**src/rtl/raymarch_scheduler.sv**
```systemverilog
// Raster-order pixel dispatcher for NUM_CORES raymarcher cores with round-robin writeback.
// Define PERF_COUNT_EN to add frame_cycles_out (cycles per completed frame).
module raymarch_scheduler #(
    parameter int NUM_CORES = 4,
    parameter int WIDTH     = 1280,
    parameter int HEIGHT    = 720,
    localparam int XW = $clog2(WIDTH),
    localparam int YW = $clog2(HEIGHT),
    localparam int PW = (NUM_CORES > 1) ? $clog2(NUM_CORES) : 1
) (
    input  logic                          clk_in,
    input  logic                          rst_in,
    input  logic                          enable_in,
    output logic [NUM_CORES-1:0]          core_start_out,
    output logic [XW-1:0]                 core_x_out,
    output logic [YW-1:0]                 core_y_out,
    input  logic [NUM_CORES-1:0]          core_done_in,
    input  logic [24*NUM_CORES-1:0]       core_rgb_in,
    input  logic [(XW+YW)*NUM_CORES-1:0]  core_xy_in,
    output logic                          px_valid_out,
    input  logic                          px_ready_in,
    output logic [XW-1:0]                 px_x_out,
    output logic [YW-1:0]                 px_y_out,
    output logic [23:0]                   px_rgb_out,
    output logic                          frame_done_out,
    output logic [31:0]                   timer_out
`ifdef PERF_COUNT_EN
    ,
    output logic [31:0]                   frame_cycles_out
`endif
);

    localparam int TOTAL = WIDTH * HEIGHT;
    localparam int CW    = $clog2(TOTAL + 1);

    typedef enum logic [1:0] {S_IDLE, S_BUSY, S_HOLD} slot_t;

    slot_t             r_state     [NUM_CORES];
    slot_t             w_state_nxt [NUM_CORES];
    logic [23:0]       r_hold_rgb  [NUM_CORES];
    logic [XW+YW-1:0]  r_hold_xy   [NUM_CORES];

    logic [PW-1:0]         r_disp_ptr, r_wb_ptr;
    logic [PW-1:0]         w_disp_idx, w_wb_idx;
    logic                  w_disp_found, w_wb_found;
    logic [XW-1:0]         r_x;
    logic [YW-1:0]         r_y;
    logic                  r_issued_all;
    logic [CW-1:0]         r_wr_cnt;
    logic [NUM_CORES-1:0]  r_start;
    logic [XW-1:0]         r_core_x;
    logic [YW-1:0]         r_core_y;
    logic                  r_px_valid;
    logic [XW-1:0]         r_px_x;
    logic [YW-1:0]         r_px_y;
    logic [23:0]           r_px_rgb;
    logic                  r_frame_done;
    logic [31:0]           r_timer;
    logic                  w_accept, w_load, w_frame_end, w_dispatch, w_wb;

    assign w_accept    = r_px_valid & px_ready_in;
    assign w_load      = ~r_px_valid | px_ready_in;
    assign w_frame_end = w_accept && (r_wr_cnt == CW'(TOTAL - 1));
    assign w_dispatch  = enable_in & w_disp_found & ~r_issued_all;
    assign w_wb        = w_load & w_wb_found;

    // Round-robin search: first IDLE slot from dispatch_ptr, first HOLD slot from wb_ptr
    always_comb begin : p_arb
        int jd;
        int jw;
        jd           = 0;
        jw           = 0;
        w_disp_found = 1'b0;
        w_disp_idx   = '0;
        w_wb_found   = 1'b0;
        w_wb_idx     = '0;
        for (int k = 0; k < NUM_CORES; k++) begin
            jd = (int'(r_disp_ptr) + k) % NUM_CORES;
            jw = (int'(r_wb_ptr) + k) % NUM_CORES;
            if (!w_disp_found && r_state[jd] == S_IDLE) begin
                w_disp_found = 1'b1;
                w_disp_idx   = PW'(jd);
            end
            if (!w_wb_found && r_state[jw] == S_HOLD) begin
                w_wb_found = 1'b1;
                w_wb_idx   = PW'(jw);
            end
        end
    end

    always_comb begin
        for (int i = 0; i < NUM_CORES; i++) begin
            w_state_nxt[i] = r_state[i];
            unique case (r_state[i])
                S_IDLE:  if (w_dispatch && w_disp_idx == PW'(i)) w_state_nxt[i] = S_BUSY;
                S_BUSY:  if (core_done_in[i]) w_state_nxt[i] = S_HOLD;
                S_HOLD:  if (w_wb && w_wb_idx == PW'(i)) w_state_nxt[i] = S_IDLE;
                default: w_state_nxt[i] = S_IDLE;
            endcase
        end
    end

    always_ff @(posedge clk_in) begin
        if (rst_in) begin
            for (int i = 0; i < NUM_CORES; i++) begin
                r_state[i]    <= S_IDLE;
                r_hold_rgb[i] <= '0;
                r_hold_xy[i]  <= '0;
            end
            r_disp_ptr   <= '0;
            r_wb_ptr     <= '0;
            r_x          <= '0;
            r_y          <= '0;
            r_issued_all <= 1'b0;
            r_wr_cnt     <= '0;
            r_start      <= '0;
            r_core_x     <= '0;
            r_core_y     <= '0;
            r_px_valid   <= 1'b0;
            r_px_x       <= '0;
            r_px_y       <= '0;
            r_px_rgb     <= '0;
            r_frame_done <= 1'b0;
            r_timer      <= '0;
        end else begin
            for (int i = 0; i < NUM_CORES; i++) begin
                r_state[i] <= w_state_nxt[i];
                if (r_state[i] == S_BUSY && core_done_in[i]) begin
                    r_hold_rgb[i] <= core_rgb_in[24*i +: 24];
                    r_hold_xy[i]  <= core_xy_in[(XW+YW)*i +: (XW+YW)];
                end
            end
            r_start <= '0;
            if (w_dispatch) begin
                r_start[w_disp_idx] <= 1'b1;
                r_core_x   <= r_x;
                r_core_y   <= r_y;
                r_disp_ptr <= (w_disp_idx == PW'(NUM_CORES - 1)) ? '0 : w_disp_idx + 1'b1;
                if (r_x == XW'(WIDTH - 1)) begin
                    r_x <= '0;
                    if (r_y == YW'(HEIGHT - 1)) begin
                        r_y          <= '0;
                        r_issued_all <= 1'b1;
                    end else begin
                        r_y <= r_y + 1'b1;
                    end
                end else begin
                    r_x <= r_x + 1'b1;
                end
            end
            if (w_load) begin
                r_px_valid <= w_wb_found;
                if (w_wb_found) begin
                    r_px_x   <= r_hold_xy[w_wb_idx][XW+YW-1:YW];
                    r_px_y   <= r_hold_xy[w_wb_idx][YW-1:0];
                    r_px_rgb <= r_hold_rgb[w_wb_idx];
                    r_wb_ptr <= (w_wb_idx == PW'(NUM_CORES - 1)) ? '0 : w_wb_idx + 1'b1;
                end
            end
            if (w_accept) r_wr_cnt <= r_wr_cnt + 1'b1;
            r_frame_done <= w_frame_end;
            // Barrier release: the next frame may dispatch from the following cycle
            if (w_frame_end) begin
                r_timer      <= r_timer + 32'd1;
                r_wr_cnt     <= '0;
                r_issued_all <= 1'b0;
                r_x          <= '0;
                r_y          <= '0;
            end
        end
    end

`ifdef PERF_COUNT_EN
    logic [31:0] r_cyc_cnt;
    logic [31:0] r_frame_cycles;

    always_ff @(posedge clk_in) begin
        if (rst_in) begin
            r_cyc_cnt      <= '0;
            r_frame_cycles <= '0;
        end else if (w_frame_end) begin
            r_frame_cycles <= r_cyc_cnt + 32'd1;
            r_cyc_cnt      <= '0;
        end else begin
            r_cyc_cnt <= r_cyc_cnt + 32'd1;
        end
    end

    assign frame_cycles_out = r_frame_cycles;
`endif

    assign core_start_out = r_start;
    assign core_x_out     = r_core_x;
    assign core_y_out     = r_core_y;
    assign px_valid_out   = r_px_valid;
    assign px_x_out       = r_px_x;
    assign px_y_out       = r_px_y;
    assign px_rgb_out     = r_px_rgb;
    assign frame_done_out = r_frame_done;
    assign timer_out      = r_timer;

endmodule

```
**config.mk**
```make
export PLATFORM = sky130hd
export DESIGN_NAME = raymarch_scheduler
export DESIGN_NICKNAME = d
export VERILOG_FILES = /design/src/rtl/raymarch_scheduler.sv
export SDC_FILE = /design/constraint.sdc
export NUM_CORES = 1
export LEC_CHECK = 0
export CORE_UTILIZATION = 30
export CTS_CLUSTER_SIZE = 24
export DETAILED_ROUTE_END_ITERATION = 12
export PLACE_DENSITY = 0.48
export SLEW_MARGIN = 20
export SYNTH_ARGS = -nofsm -noshare
export SYNTH_HDL_FRONTEND = slang
export SYNTH_SLANG_ARGS = --single-unit
```
**constraint.sdc**
```tcl
create_clock -name clk_in -period 5.54 [get_ports clk_in]
set_clock_uncertainty 0.05 [all_clocks]
set_input_delay 0.554 -clock clk_in [delete_from_list [all_inputs] [get_ports clk_in]]
set_output_delay 0.554 -clock clk_in [all_outputs]
set_load 0.005 [all_outputs]
```
==> results.md <==
- Status: completed
- Via count: 11600
- Final core occ: 40.8%
- H-tree depth: 2
- Total negative slack: 0 ns
- Port Buf Inserts: between 200 and 300
- Post-Syn Instances: approximately 1400
- Final hold vios: 0
- Row count: between 80 and 90
- Post-CTS Resized: 0
- Worst r2r dst: r_state[0][1]
- PwrDens: approximately 380 nW/um^2
- Switching share of power: between 20 and 30%
- Vias in the first global route: 11600
- Maximum clock frequency: roughly 270 MHz
- Final period utilization: around 68%
- Post-synth EDFFs: 180
- Max-Cap Viols: 0
- P_sw: 2.11 mW
- Initial DRC count: 568
- Crit path DAT: 4.14 ns
- Average size of a mapped cell: between 10 and 15 sq um
- I/O pin count: between 200 and 300
- Syn nets: between 1500 and 2000
- Slew headroom: between 20% and 30%
- Wirelength per Cell: 19.8 microns
- Crit start category: flop
- Ys Warns: 0
- Fin. max-slew vios: 0
- GPL Wtd Cong: slightly below 0.8
- Post-Layout Inst Area: around 20000 sq um
- TritonCTS clock tree: done
- Post-DRT Antenna Nets: 0
- Critical Path RT: 5.93 ns
- Hold Buf Count CTS: 0
- Synth Flop Type: edfxtp_1
- GRT overflow: 0
- Max VDD drop: 0.223 mV
- First-pass GRT wire length: between 60000 and 70000 microns
- Vias per cell: 4.87
- Fraction of registers with async set or reset after synthesis: 0%
- Post-DP HPWL: 30500 microns
- Num Clock Sinks: 342
- Setup bufs post-CTS: 0
- Final net count: around 1900
- Die area: 51100 sq um
- RSZ-0062 raised after global routing: false
- Tightest Pin Transition: between 1 and 1.5 ns
- Initial Util: about 30%
- Pre-antenna DRT Iters: 7
- Clk pwr share: roughly 37%
- Final setup fails: 0
- TritonCTS Buffers: 42
- Worst-path fanout max: 48
- Sequential share of power: between 40% and 50%
- Placed cells: ~2300
- Worst Setup SP: r_state[3][1]
- Synthesis-stage register bit count: ~340
- Cell area after synthesis: between 15000 and 20000 sq um
- Seq/Total Area, Yosys: between 50 and 60%
- Comb pwr share: approximately a fifth
- Distinct cells, synth: 61
- Int Pwr: about 5.5 mW
- Hold Slack: roughly 0.4 ns
- Longest Clk Path Bufs: 3
- Initial antenna violation count: 4
- Die height: 226 microns
- Drt total wl: between 40000 and 50000 microns
- Final Non-Filler Cells: roughly 2400
- FF-to-FF path depth: 9
- Critical path class: flop to flop
- Core ar.: 49300 sq um
- Leak: slightly below 7 nW
- Reg2reg setup slack: 1.79 ns
- GRT Overall Usage: a little under a fifth
- Min-delay worst type: flop to flop
- Die X: approximately 230 microns
- Clock Tree Root: clkbuf_16
- Critical Path End: r_state[0][1]
- Largest net degree at the start of global routing: 65
- Clock transition at path regs: roughly 0.06 ns
- Placed Area: roughly 19000 sq um
- Remaining DRCs: 0
- Synthesis-to-layout area growth: 33.3%
- R2R Path Start: r_state[3][1]
- Clk_lat worst skew: approximately 0.55 ns
- Layout cells sized above 1: roughly 6.9%
- Setup crit end kind: flop
- Min cycle time layout: ~3.8 ns
area by class of cell:
class | count | area (sq um)
well taps | 664 | 831
flip-flops and latches | 342 | 8650
repair buffers | 309 | 3040
inverters | 67 | 251
multi-input cells | 915 | 5900
fillers | 4813 | 29200
diodes | 1 | 2.50
clock buffers | 57 | 1190
clock inverters | 20 | 231
worst min-delay path by stage:
| stage | slack, ns | end | cells after the start | start |
|---|---|---|---|---|
| 2_1_floorplan | 0.38 | r_issued_all | 2 | r_issued_all |
| 5_1_grt | 0.43 | core_y_out[7] | 2 | core_y_out[7] |
| 6_report | 0.40 | core_x_out[6] | 2 | core_x_out[6] |
| 3_3_place_gp | 0.40 | core_x_out[6] | 2 | core_x_out[6] |
| 3_5_place_dp | 0.40 | core_x_out[6] | 2 | core_x_out[6] |
| 4_1_cts | 0.40 | r_wr_cnt[8] | 2 | rst_in |
cell usage after synthesis, types with 2 or more instances:
cell type | number | area [sq um]
a21o_1 | 47 | 353
a21oi_1 | 50 | 250
a311oi_1 | 4 | 35.0
a31oi_1 | 9 | 56.3
and2_1 | 187 | 1170
and3_1 | 8 | 50.1
and4_1 | 6 | 52.6
buf_1 | 3 | 11.3
buf_2 | 11 | 55.1
buf_6 | 4 | 45.0
clkbuf_1 | 67 | 251
dfxtp_1 | 162 | 3240
edfxtp_1 | 180 | 5410
ha_1 | 12 | 150
inv_1 | 67 | 251
mux2i_1 | 48 | 480
mux4_2 | 5 | 113
nand2_1 | 80 | 300
nand2b_1 | 9 | 56.3
nand3_1 | 76 | 380
nand3b_1 | 3 | 22.5
nand4_1 | 15 | 93.8
nor2_1 | 82 | 308
nor2b_1 | 6 | 37.5
nor3_1 | 22 | 110
nor3b_1 | 4 | 30.0
nor4_1 | 18 | 113
nor4b_1 | 2 | 17.5
o21ai_0 | 68 | 340
o21ai_1 | 2 | 10.0
o21bai_1 | 5 | 37.5
o221ai_1 | 45 | 394
o22ai_1 | 2 | 12.5
or2_1 | 2 | 12.5
or2_2 | 8 | 50.1
or3_1 | 18 | 113
xnor2_1 | 27 | 236
xor2_1 | 23 | 201
metrics by stage:
step / power (mW) / worst slack, ns
final: 7.57 / 1.79
after detailed placement: 4.84 / 1.75
after CTS: 7.69 / 1.74
after floorplan: 4.04 / 2.30
after global placement: 4.82 / 1.82
after global routing: 7.94 / 1.56
cell families after synthesis:
group                      Yosys count  synth area share, %
xor gates and xnor gates            50                 2.91
adders and majority gates           12                0.996
AOI/OAI and AO/OA                  246                 10.8
and+or+nand+nor                    553                 19.8
DFF                                342                 57.4
muxes                               54                 4.01
buffers and inverters              153                 4.13
critical path: stages, from the launching register on:
cell and delay (ns):
dfxtp_1 0.42, nor2b_1 0.21, mux4_2 0.59, o31ai_4 0.26, buf_4 0.53, nand2_4 0.73, inv_1 0.25, ha_1 0.18
a311oi_1 0.08, or2_2 0.29
layout by cell type, fill, tap and decap left out, types with 50 or more instances in the layout:
cell type | Yosys | layout
dfxtp_1 | 162 | 162
o21ai_0 | 68 | 68
clkdlybuf4s50_1 | 0 | 290
and2_1 | 187 | 187
nor2_1 | 82 | 82
inv_1 | 67 | 67
nand2_1 | 80 | 79
nand3_1 | 76 | 76
a21oi_1 | 50 | 50
edfxtp_1 | 180 | 180
registers in the layout, indices dropped and copies added (netlist names), named ones only:
register        flops
r_hold_rgb         96
r_hold_xy          84
timer_out          32
px_rgb_out         24
r_wr_cnt           20
core_x_out         11
px_x_out           11
r_x                11
core_y_out         10
px_y_out           10
r_y                10
r_state             8
core_start_out      4
r_disp_ptr          2
r_wb_ptr            2
frame_done_out      1
px_valid_out        1
r_issued_all        1
metal layers:
metal  wire, microns  vias up  track usage (%)
met4             698        8             4.21
met2           22500      339             30.5
met3            3120       51             4.33
li1                -     5548                -
met5              49        -                0
met1           20600     5609             23.5
power by group through the flow:
| stage | sequential (mW) | clock [mW] | combinational (mW) |
|---|---|---|---|
| after floorplan | 3.20 | 0 | 0.836 |
| after global placement | 3.25 | 0 | 1.57 |
| after detailed placement | 3.26 | 0 | 1.58 |
| after CTS | 3.21 | 2.90 | 1.59 |
| after global routing | 3.24 | 3.00 | 1.70 |
| final | 3.20 | 2.82 | 1.56 |
No activity file was read; power rests on OpenSTA's default activity.
